### config.mk
export PLATFORM = sky130hd
export DESIGN_NAME = pixel_mem_arbiter
export DESIGN_NICKNAME = d
export VERILOG_FILES = /design/src/rtl/tnn_mem_pkg.sv /design/src/rtl/pixel_mem_arbiter_rr_pick.sv /design/src/rtl/pixel_mem_arbiter.sv
export SDC_FILE = /design/constraint.sdc
export NUM_CORES = 1
export LEC_CHECK = 0
export ABC_AREA = 0
export ABC_CLOCK_PERIOD_IN_PS = 2750
export BUFFER_PORTS_ARGS = -buffer_cell sky130_fd_sc_hd__buf_2
export CAP_MARGIN = 10
export CORE_MARGIN = 10
export CORE_UTILIZATION = 25
export CTS_CLUSTER_SIZE = 14
export DETAILED_ROUTE_END_ITERATION = 8
export PLACE_DENSITY_LB_ADDON = 0.08
export RECOVER_POWER = 100
export REMOVE_ABC_BUFFERS = 1
export SYNTH_ARGS = -nofsm -noshare
export SYNTH_HDL_FRONTEND = slang
export SYNTH_SLANG_ARGS = --single-unit
### constraint.sdc
create_clock -name clk -period 2.75 [get_ports clk]
set_input_delay 0 -clock clk [delete_from_list [all_inputs] [get_ports clk]]
set_output_delay 0 -clock clk [all_outputs]
set_load 0.02 [all_outputs]
### src/rtl/tnn_mem_pkg.sv
// ---------------------------------------------------------------------------
// tnn_mem_pkg
// Shared types and constants for the image-memory read path of the TNN
// column: requester ID type, the {valid, id} tag carried alongside each
// outstanding read, and the default memory geometry.
//
// The ID type is sized from DEFAULT_NUM_REQ. Any arbiter instance must use
// a NUM_REQ whose $clog2 fits req_id_t; raise DEFAULT_NUM_REQ for wider
// configurations.
// ---------------------------------------------------------------------------
`ifndef MEM_ADDR_BITS
`define MEM_ADDR_BITS 16
`endif
`ifndef MEM_WORD_BITS
`define MEM_WORD_BITS 32
`endif

package tnn_mem_pkg;

    localparam int DEFAULT_NUM_REQ     = 4;
    localparam int DEFAULT_MEM_LATENCY = 2;
    localparam int REQ_ID_BITS         = $clog2(DEFAULT_NUM_REQ);

    typedef logic [REQ_ID_BITS-1:0] req_id_t;

    typedef struct packed {
        logic    valid;
        req_id_t id;
    } rd_tag_t;

endpackage

### src/rtl/pixel_mem_arbiter_rr_pick.sv
// ---------------------------------------------------------------------------
// rr_pick
// Combinational round-robin priority picker. Starting at ptr_i and searching
// upward with wrap-around, selects the first set bit of eligible_i.
//
// Ports:
//   eligible_i   [NUM_REQ]  candidate vector
//   ptr_i        req_id_t   index with highest priority this cycle
//   any_o        1          at least one candidate is eligible
//   grant_oh_o   [NUM_REQ]  one-hot grant (all zero when any_o = 0)
//   grant_idx_o  req_id_t   index of the granted candidate
// ---------------------------------------------------------------------------
module rr_pick
    import tnn_mem_pkg::*;
#(
    parameter int NUM_REQ = DEFAULT_NUM_REQ
) (
    input  logic [NUM_REQ-1:0] eligible_i,
    input  req_id_t            ptr_i,
    output logic               any_o,
    output logic [NUM_REQ-1:0] grant_oh_o,
    output req_id_t            grant_idx_o
);

    // Wrap is done by subtraction rather than by bit truncation so that a
    // non-power-of-two NUM_REQ never visits an index past NUM_REQ-1.
    always_comb begin
        int      cand;
        req_id_t candIdx;
        any_o       = 1'b0;
        grant_oh_o  = '0;
        grant_idx_o = '0;
        cand        = 0;
        candIdx     = '0;
        for (int off = 0; off < NUM_REQ; off++) begin
            cand = int'(ptr_i) + off;
            if (cand >= NUM_REQ) begin
                cand = cand - NUM_REQ;
            end
            candIdx = cand[REQ_ID_BITS-1:0];
            if (!any_o && eligible_i[candIdx]) begin
                any_o               = 1'b1;
                grant_oh_o[candIdx] = 1'b1;
                grant_idx_o         = candIdx;
            end
        end
    end

endmodule

### src/rtl/pixel_mem_arbiter.sv
// ---------------------------------------------------------------------------
// pixel_mem_arbiter
// Shares one fixed-latency image-memory read port between NUM_REQ
// receptive-field fetch units. Requests are granted round-robin, one read
// per cycle, with at most one outstanding read per unit. A MEM_LATENCY-deep
// tag pipeline follows each read so the returning word is flagged to the
// unit that asked for it.
//
// Ports:
//   clk, rst     clock; asynchronous active-high reset
//   req          [NUM_REQ]            per-unit read request
//   req_addr     [NUM_REQ][ADDR_BITS] per-unit address, sampled at grant
//   mem_ready    1                    memory can accept a read
//   mem_rdata    [WORD_BITS]          memory data, MEM_LATENCY after issue
//   mem_rd       1                    registered read strobe
//   mem_addr     [ADDR_BITS]          registered read address
//   rd_data      [WORD_BITS]          mem_rdata broadcast to all units
//   data_valid   [NUM_REQ]            one-hot owner of rd_data
//   busy         1                    some read is in flight
// ---------------------------------------------------------------------------
`ifndef MEM_ADDR_BITS
`define MEM_ADDR_BITS 16
`endif
`ifndef MEM_WORD_BITS
`define MEM_WORD_BITS 32
`endif

module pixel_mem_arbiter
    import tnn_mem_pkg::*;
#(
    parameter int NUM_REQ     = DEFAULT_NUM_REQ,
    parameter int ADDR_BITS   = `MEM_ADDR_BITS,
    parameter int WORD_BITS   = `MEM_WORD_BITS,
    parameter int MEM_LATENCY = DEFAULT_MEM_LATENCY
) (
    input  logic                              clk,
    input  logic                              rst,
    input  logic [NUM_REQ-1:0]                req,
    input  logic [NUM_REQ-1:0][ADDR_BITS-1:0] req_addr,
    input  logic                              mem_ready,
    input  logic [WORD_BITS-1:0]              mem_rdata,
    output logic                              mem_rd,
    output logic [ADDR_BITS-1:0]              mem_addr,
    output logic [WORD_BITS-1:0]              rd_data,
    output logic [NUM_REQ-1:0]                data_valid,
    output logic                              busy
);

    logic [NUM_REQ-1:0]   pending_q, pending_d;
    req_id_t              ptr_q, ptr_d;
    logic                 memRd_q;
    logic [ADDR_BITS-1:0] memAddr_q;
    req_id_t              grantId_q;
    rd_tag_t              tagPipe_q [MEM_LATENCY];

    logic [NUM_REQ-1:0]   eligible;
    logic                 pickAny;
    logic [NUM_REQ-1:0]   pickOh;
    req_id_t              pickIdx;
    logic                 issue;
    rd_tag_t              tail;
    logic [NUM_REQ-1:0]   retMask;

    assign eligible = req & ~pending_q;

    rr_pick #(
        .NUM_REQ (NUM_REQ)
    ) u_pick (
        .eligible_i  (eligible),
        .ptr_i       (ptr_q),
        .any_o       (pickAny),
        .grant_oh_o  (pickOh),
        .grant_idx_o (pickIdx)
    );

    assign issue = mem_ready & pickAny;
    assign tail  = tagPipe_q[MEM_LATENCY-1];

    always_comb begin
        retMask = '0;
        if (tail.valid) begin
            retMask[tail.id] = 1'b1;
        end
    end

    // Pending is set on the same edge that registers the issue, so the
    // granted unit is already ineligible during its issue cycle. A return
    // and a grant never target the same unit, since a returning unit is
    // still pending.
    always_comb begin
        pending_d = (pending_q & ~retMask) | (issue ? pickOh : '0);
        ptr_d     = ptr_q;
        if (issue) begin
            ptr_d = (pickIdx == req_id_t'(NUM_REQ - 1)) ? '0 : pickIdx + 1'b1;
        end
    end

    // The tag pipeline is loaded from the registered issue outputs and
    // shifts unconditionally, so its tail lines up with mem_rdata exactly
    // MEM_LATENCY cycles after mem_rd. Reset empties it, which discards any
    // in-flight return.
    always_ff @(posedge clk or posedge rst) begin
        if (rst) begin
            pending_q <= '0;
            ptr_q     <= '0;
            memRd_q   <= 1'b0;
            memAddr_q <= '0;
            grantId_q <= '0;
            for (int s = 0; s < MEM_LATENCY; s++) begin
                tagPipe_q[s] <= '0;
            end
        end else begin
            pending_q <= pending_d;
            ptr_q     <= ptr_d;
            memRd_q   <= issue;
            if (issue) begin
                memAddr_q <= req_addr[pickIdx];
                grantId_q <= pickIdx;
            end
            tagPipe_q[0] <= '{valid: memRd_q, id: grantId_q};
            for (int s = 1; s < MEM_LATENCY; s++) begin
                tagPipe_q[s] <= tagPipe_q[s-1];
            end
        end
    end

    assign mem_rd     = memRd_q;
    assign mem_addr   = memAddr_q;
    assign rd_data    = mem_rdata;
    assign data_valid = retMask;
    assign busy       = |pending_q;

endmodule
# After elaboration in Yosys (flattened, before gate mapping)

Cells that the tools add are included.
Widths: inputs -> output; s select.

Word-level logic and storage cells: 93
Register bits: 31
Output and inout bits: 54

$add $sub $neg: 8
Reduce and logical (&&, ||, !) cells: 12
Bitwise operators: 9
Magnitude comparators: 15
Muxes and demuxes: 39
Equal/unequal tests: 1

Operator list:

| kind                | number |
|---|---|
| $bmux 16 s2         | 1 |
| $mux 4              | 6 |
| $lt 2x3->1 const B  | 6 |
| $mux 2              | 9 |
| $mux 16             | 1 |
| $or 4x4->4          | 4 |
| $mux 1              | 13 |
| $demux 1 s2         | 5 |
| $ge 2x1->1 const B  | 5 |
| $ge 3x3->1 const B  | 3 |
| $and 4x4->4         | 2 |
| $bmux 1 s2          | 4 |
| $logic_and 1x1->1   | 8 |
| $not 4->4           | 2 |
| $sub 2x1->2 const B | 4 |
| $add 2x2->3 const B | 2 |
| $reduce_or 4->1     | 1 |
| $add 2x1->3 const B | 1 |
| $ge 2x3->1 const B  | 1 |
| $logic_not 1->1     | 3 |
| $add 2x1->2 const B | 1 |
| $eq 2x2->1 const B  | 1 |
| $and 1x1->1         | 1 |

# Depth between registers and ports, before layout

Gate-level depths: netlist of the first run.

Depth in word-level cells: 17
Gate-level depth with buffers: 12
Mapped depth without buffers: 10

# Modules after synthesis

From an unflattened synthesis of the first run, not the netlist that was laid out.

Cell total of the unflattened synthesis: 172
Area total of the unflattened synthesis: 2270.9 µm²

By module, submodules not included:

| module            | area an instance (µm²) | instances | cells each |
|---|---|---|---|
| pixel_mem_arbiter | 1851.8                 | 1         | 127 |
| rr_pick           | 419.2                  | 1         | 45 |

# Worst setup path before layout of the first run

Ideal clock, no wire load.

Path kind: register to register
From: reg ptr_q[1]
To: reg ptr_q[1]
Slack: 0.002 ns
Arrival: 2.617 ns
Clock period less this slack: 2.748 ns
Data required time: 2.619 ns
Stages on the path, launching flop included: 13
Path through: dfrtp_1 > inv_1 > ha_1 > buf_2 > or3b_1 > a311oi_1 > o31ai_1 > o41ai_4 > buf_4 > inv_2 > ha_1 > nand2_1 > o21ai_0

Word-level cells in the longest chain between the ends: 16
Elaborated cells on any way between the ends: 41
Classes of those cells: 8 x add/sub; 4 x order compare; 1 x eq/ne; 21 x mux; 1 x bitwise; 6 x reduce/logical

RTL lines:

| what                                                 | RTL line                        | RTL |
|---|---|---|
| start, declared                                      | pixel_mem_arbiter.sv:50         | `req_id_t ptr_q, ptr_d;` |
| start signal, assigned                               | pixel_mem_arbiter.sv:114        | `ptr_q <= ptr_d;` |
| branches (longest 13 deep; another with $add 2x1->3) | -                               |  |
| $mux 2 (*)                                           | pixel_mem_arbiter_rr_pick.sv:41 | `if (!any_o && eligible_i[candIdx]) begin` |
| net pickIdx[0]                                       | pixel_mem_arbiter.sv:59         | `req_id_t pickIdx;` |
| $add 2x1->2 or $eq 2x2->1 (tied branches)            | pixel_mem_arbiter.sv:94         | `ptr_d = (pickIdx == req_id_t'(NUM_REQ - 1)) ? '0 : pickIdx + 1'b1;` |
| $mux 2 (*)                                           | pixel_mem_arbiter.sv:94         |  |

Mark *: on every way through the listed nets, which the timed path passes. The select of a mux whose other input is x is not followed.
A chain may end at the register's enable or synchronous reset.

# Final worst setup path of the first run

From: reg ptr_q[0]
To: reg ptr_q[1]

Same word-level chain as after synthesis.

==> reports/qor.csv, run 1 <==
metric;value;unit
dp_hpwl;6313;um
cp-start-kind;register;
clk_path_buf_depth;2;
crit_path_end_kind;register;
status;complete, but fails checks;
hold_violations;0;
drc;0;
wl_per_cell;17.78;um
skew;0.005197;ns
root_buffer;clkbuf_8;
dr.pass1.iters;6;
synth.top_cell.area_share;32.14;%
grt_pass1_vias;2229;
antenna_found_initial;0;
ys_top_cells_by_area;dfrtp_1 (32%), mux2i_1 (14%), buf_4 (11%), ha_1 (4.7%), a221o_1 (4.6%);
synth_flop_cell;dfrtp_1;
cts_htree_levels;2;
die_height;118.3;um
fin_setup_tns;0;ns
numPortBuffers;92;
synth_top_area_cell;dfrtp_1;
placed_area;2875;um2
synthMuxAreaShare;15.55;%
vias;2088;
dieArea;13980;um2
critPathKind;reg2reg;
min_period_over_period;89.61;%
tightest_slew;1.737;ns
hold_ws;0.0002565;ns
cts_buffers;5;
hold_path.class;in2out;
async_flop_share;100.0;%
cap_violations;1;
clk-insertion-delay-late;0.28;ns
powerDensity;1033;nW/um2
coreArea;9328;um2
yosysWarnings;0;
grt_pass1_wl;12380;um
synth_adder_area_share;4.666;%
slew_viol_final;32;
postSynthAreaPerCell;9.616;um2
num_rows;35;
finalCriticalPeriod;2.464;ns
io_pins;157;
start_util;25.88;%
ant_nets;0;
critical_path.max_fanout;9;
violations;max-capacitance violations, max-slew violations;
setup_viol;0;
synth_edf_count;0;
maxSlewHeadroom;-15.83;%
nets;430;
drtIter0Drc;95;
final_util;31.11;%
post_synth_xor_area_fraction;0;%
peakVddDrop;0.3756;mV
post_cts_buffers;0;
instances_no_fill;448;
overflow;0;
cp.arrival;2.61;ns
synthSimpleGateAreaFrac;14.31;%
leakage;1.241;nW
synth_compound_area_share;18.77;%
syn_inst;251;
design_area;2902;um2
antennaDiodeCount;0;
grtUsageTotal;11.03;%
grt_start_max_net_pins;37;
max_freq;0.4058;GHz
netlist_area;2414;um2
synth_cell_types;39;
drive_gt1_share;32.29;%
path_clk_slew;0.07;ns
cts_tree;yes;
gp_congestion;0.7888;
routed_wl;7965;um
clock-sinks;31;
placed_cells;439;
cp.required;2.90;ns
avgViaCountPerCell;4.661;
synth_top_family_by_area;compound AO/OA/AOI/OAI gates;
die_x;118.3;um
ys_seq_elements;31;
synth-seq-area-share;32.14;%
syn_to_final_growth;20.22;%
rsz0062_at_grt;no;
==> cell type report <==
class                           instances  area (um2)
Sequential cell                        31       775.7
Fill cell                            1011        6426
Multi-Input combinational cell        164        1280
Tap cell                              129       161.4
Clock buffer                            6       72.57
Clock inverter                          2       12.51
Inverter                                9       33.78
Timing Repair Buffer                  107       565.5
==> final timing paths <==
check | from | endpoint | slack (ns) | cells past startpoint
max reg2reg | ptr_q[0] | ptr_q[1] | 0.29 | 11
min in group asynchronous | rst | mem_rd | 0.88 | 4
max in group asynchronous | rst | ptr_q[0] | 0.87 | 4
max | ptr_q[0] | ptr_q[1] | 0.29 | 11
min reg2reg | tagPipe_q[4] | tagPipe_q[1] | 0.35 | 0
min | mem_rdata[12] | rd_data[12] | 0.0003 | 0
==> state kept, by name, indices dropped and copies added, names as in the netlist <==
signal     count
ptr_q          2
mem_rd         1
grantId_q      2
tagPipe_q      6
pending_q      4
mem_addr      16
==> per-layer routing <==
layer / share of wire, % / track usage [%] / vias to the layer above
li1: - / - / 1014
met1: 44 / 14.03 / 972
met2: 45 / 15.86 / 97
met3: 11 / 5.902 / 5
met4: 0.77 / 2.782 / 0
met5: 0 / 0 / -
==> cell usage in the layout (no fill, tap or decap), drive strengths merged <==
cell / synthesis / layout
a31oi: 2 / 2
o21a: 1 / 1
o41ai: 1 / 1
nand4: 5 / 5
inv: 9 / 9
a211oi: 1 / 1
ha: 9 / 9
a221o: 11 / 11
nand3b: 1 / 1
nand2b: 4 / 4
a31o: 4 / 4
nor2b: 6 / 6
o21ai: 15 / 15
nor2: 23 / 23
and2: 2 / 2
nand3: 3 / 3
o31ai: 3 / 3
clkinv: 0 / 1
nor3: 13 / 13
a311oi: 2 / 2
a32oi: 1 / 1
a22oi: 4 / 4
o2111a: 1 / 1
nor3b: 1 / 1
mux4: 2 / 2
and3: 1 / 1
clkinvlp: 0 / 1
a21o: 1 / 1
or3b: 1 / 1
dlygate4sd3: 0 / 1
nand2: 8 / 8
clkbuf: 4 / 30
mux2i: 33 / 33
buf: 43 / 82
a221oi: 5 / 5
dfrtp: 31 / 31
==> critical path, stage by stage, from the launching register on <==
cell,delay [ns]
dfrtp_1,0.34
inv_1,0.05
ha_1,0.30
or3b_1,0.40
a311oi_1,0.36
o31ai_2,0.14
o41ai_4,0.07
buf_4,0.23
inv_2,0.05
ha_1,0.26
nand2_1,0.05
o21ai_0,0.09
==> what timing repair did <==
| action | CTS | global route |
|---|---|---|
| endpoints found under the hold margin | 31 | 0 |
| resized for setup | 0 | 1 |
| setup endpoints to repair | 0 | 5 |
| hold buffers | 1 | 0 |
==> stage by stage <==
stage / worst slack (ns) / power [mW]
2_1_floorplan: -2.232 / 2.125
3_3_place_gp: 0.1668 / 2.790
3_5_place_dp: 0.2127 / 2.771
4_1_cts: 0.1980 / 3.138
5_1_grt: 0.04518 / 3.300
6_report: 0.2856 / 2.998
==> cell families after synthesis <==
group,Yosys count
AO/OA/AOI/OAI,52
adder cells (fa/ha/maj),9
AND/OR/NAND/NOR,68
buffers and inverters,56
multiplexers,35
flip-flops,31
==> synthesized netlist by cell type, types with 6 or more instances <==
library cell,instances
nor3_1,13
inv_1,7
nand2_1,8
nor2b_1,6
o21ai_0,15
buf_4,35
dfrtp_1,31
mux2i_1,33
ha_1,9
buf_2,8
nor2_1,21
a221o_1,11
==> where the power goes <==
part | switching, mW | internal (mW) | leakage, nW
sequential | 0.110 | 0.660 | 0.377
combinational | 1.10 | 0.778 | 0.822
clock | 0.170 | 0.177 | 0.0412
No activity file was read; power rests on OpenSTA's default activity.
==> inputs of run 2 (changes only) <==
--- a/config.mk
+++ b/config.mk
@@ -5,9 +5,9 @@
 export SDC_FILE = /design/constraint.sdc
 export NUM_CORES = 1
 export LEC_CHECK = 0
-export ABC_AREA = 0
+export ABC_AREA = 1
 export ABC_CLOCK_PERIOD_IN_PS = 2750
-export BUFFER_PORTS_ARGS = -buffer_cell sky130_fd_sc_hd__buf_2
+export BUFFER_PORTS_ARGS = -buffer_cell sky130_fd_sc_hd__clkbuf_2
 export CAP_MARGIN = 10
 export CORE_MARGIN = 10
 export CORE_UTILIZATION = 25
==> reports/qor.csv, run 2 <==
metric;value;unit;change
gp_congestion;0.7787;;-1.3%
hold_violations;0;;unchanged
skew;0.005873;ns;+0.0006761 ns
slowest_delay;0.54;ns;+0.14 ns
synth_top_area_cell;dfrtp_1;;
ant_nets;0;;unchanged
crit_path_end_kind;register;;
peakVddDrop;0.4597;mV;+22%
cap_violations;1;;unchanged
cts_htree_levels;2;;unchanged
setup_viol;0;;unchanged
clock-sinks;31;;unchanged
postSynthAreaPerCell;7.008;um2;-27%
status;complete, but fails checks;;
start_util;26.00;%;+0.13 points
rrSetupSlack;0.28;ns;about the same
leakage;1.657;nW;+34%
avgViaCountPerCell;4.375;;-6.1%
io_pins;157;;unchanged
async_flop_share;100.0;%;unchanged
netlist_area;2565;um2;+6.3%
syn_to_final_growth;18.88;%;
drc;0;;unchanged
cp_num_buf_inv;3;;unchanged
final_common_cell;nand2_1;;
largest_reg_flops;16;;unchanged
synth_most_common_cell;nand2_1;;
grt_pass1_vias;2670;;+20%
hold_depth;0;;unchanged
cp-start-kind;register;;
powerDensity;1457;nW/um2;+41%
drive_gt1_share;24.94;%;-7.3 points
dr.pass1.iters;4;;-2
mostFrequentLayoutCells;nand2_1 (101), clkbuf_2 (70), inv_1 (52), nand3_1 (50), dfrtp_1 (31);;
netlist_top_cells_count;nand2_1 (100), inv_1 (52), nand3_1 (49);;
ys_top_cells_by_area;dfrtp_1 (30%), nand2_1 (15%), buf_4 (9.7%), nand3_1 (9.6%), inv_1 (7.6%);;
cts_tree;yes;;
wl_per_cell;15.92;um;-10%
rsz0062_at_grt;no;;
critPathMostFrequentCell;inv_1;;
clk-insertion-delay-late;0.28;ns;about the same
multi_input_area;1257;um2;-1.8%
max_freq;0.4042;GHz;-0.39%
r2r_start;ptr_q[1];;
slew_viol_final;32;;unchanged
nFillCells;1115;;+10%
numPortBuffers;92;;unchanged
synth-seq-area-share;30.24;%;-1.9 points
grtUsageTotal;12.15;%;+1.1 points
die_height;121.3;um;+2.6%
yosysWarnings;0;;unchanged
synth_edf_count;0;;unchanged
instances_no_fill;566;;+26%
synth_flop_cell;dfrtp_1;;
synth.top_cell.area_share;30.24;%;-1.9 points
r2r_cells;13;;+2
post_cts_buffers;0;;unchanged
cp.required;2.90;ns;about the same
tightest_slew;1.798;ns;+0.06052 ns
clk_path_buf_depth;2;;unchanged
path_clk_slew;0.07;ns;about the same
drtIter0Drc;85;;-11%
antenna_found_initial;0;;unchanged
overflow;0;;unchanged
vias;2476;;+19%
crit_path_cell_trace;inv_1 > ha_1 > inv_1 > nand3_1 > nand2_2 > nor2_1 > nor2_1 > nand2_4 > nand2_4 > inv_1 > ha_1 > nand2_1 > o21ai_0;;
min_from;mem_rdata[27];;
fin_setup_tns;0;ns;unchanged
crit_family;simple AND/OR/NAND/NOR gates;;
routed_wl;9010;um;+13%
route.met2.wl;3863;um;+8.9%
finalCriticalPeriod;2.474;ns;+0.009599 ns
grt_pass1_wl;14290;um;+15%
ys_seq_elements;31;;unchanged
min_period_over_period;89.96;%;+0.35 points
route.met3.wl;1033;um;+22%
root_buffer;clkbuf_8;;
dp_hpwl;7219;um;+14%
cts_buffers;5;;unchanged
wl_met1;4049;um;+15%
maxSlewHeadroom;-19.87;%;-4.0 points
dieArea;14710;um2;+5.2%
coreArea;9864;um2;+5.8%
antennaDiodeCount;0;;unchanged
num_rows;36;;+2.9%
r2r_end;ptr_q[1];;
regArea;775.7;um2;unchanged
synth_cell_types;31;;-21%
min_to;rd_data[27];;
die_x;121.3;um;+2.6%
hold_path.class;in2out;;
placed_cells;557;;+27%
nets;544;;+27%
violations;max-capacitance violations, max-slew violations;;
grt_start_max_net_pins;32;;-14%
top_layer_used;met5;;
critPathKind;reg2reg;;
syn_inst;366;;+46%
crit_path_top_delay_cell;dfrtp_1;;
cp.arrival;2.62;ns;about the same
critical_path.max_fanout;20;;+11
run 2: timing repair:
action / CTS / global route
endpoints found under the hold margin: 31 / 0
resized for setup: 0 / 0
hold buffers: 1 / 0
run 2: how the worst max path moves through the flow:
stage | slack [ns] | start | to | cells after the start
2_1_floorplan | 0.17 | ptr_q[0] | ptr_q[1] | 12
3_5_place_dp | 0.28 | ptr_q[1] | mem_addr[2] | 12
4_1_cts | 0.28 | ptr_q[1] | mem_addr[2] | 12
5_1_grt | 0.01 | ptr_q[1] | mem_addr[7] | 13
6_report | 0.28 | ptr_q[1] | ptr_q[1] | 13
3_3_place_gp | 0.32 | ptr_q[1] | mem_addr[2] | 12
run 2: layout make-up:
cell class / instances / area share, %
multi-input combinational: 237 / 41.24
sequential: 31 / 25.44
timing repair buffer: 103 / 17.28
inverter: 54 / 6.730
tap: 133 / 5.458
clock buffer: 6 / 2.708
clock inverter: 2 / 1.149
run 2: report_power, final:
part / switching [mW] / total [mW] / leakage [nW] / internal [mW]
clock network: 0.172 / 0.465 / 0.0612 / 0.293
logic: 2.09 / 3.14 / 1.22 / 1.05
registers: 0.135 / 0.841 / 0.374 / 0.706
run 2: stage by stage:
step / power (mW) / hold slack (ns) / setup WS (ns) / utilization [%] / area (um2)
after floorplan: 3.007 / 0 / 0.1717 / - / 2251
after global placement: 4.123 / 0.0001487 / 0.3164 / 30.06 / 2965
after detailed placement: 4.128 / 0.0001487 / 0.2768 / 30.06 / 2965
after CTS: 4.616 / 0.0001487 / 0.2792 / 31.35 / 3093
after global routing: 5.020 / 0.0001227 / 0.01152 / 30.91 / 3049
final: 4.444 / 0.0001256 / 0.2760 / 30.91 / 3049
run 2: cell families after synthesis:
family | after synthesis | synth area share (%)
AOI/OAI and AO/OA | 19 | 4.634
adders and majority gates | 9 | 4.390
buffers and inverters | 98 | 20.24
DFF | 31 | 30.24
and+or+nand+nor | 209 | 40.49
run 2: routing by layer:
layer  vias to the layer above  GRT usage, %
met2                       118         17.52
li1                       1253             -
met3                         6         6.840
met5                         -         2.778
met1                      1097         15.45
met4                         2         1.788
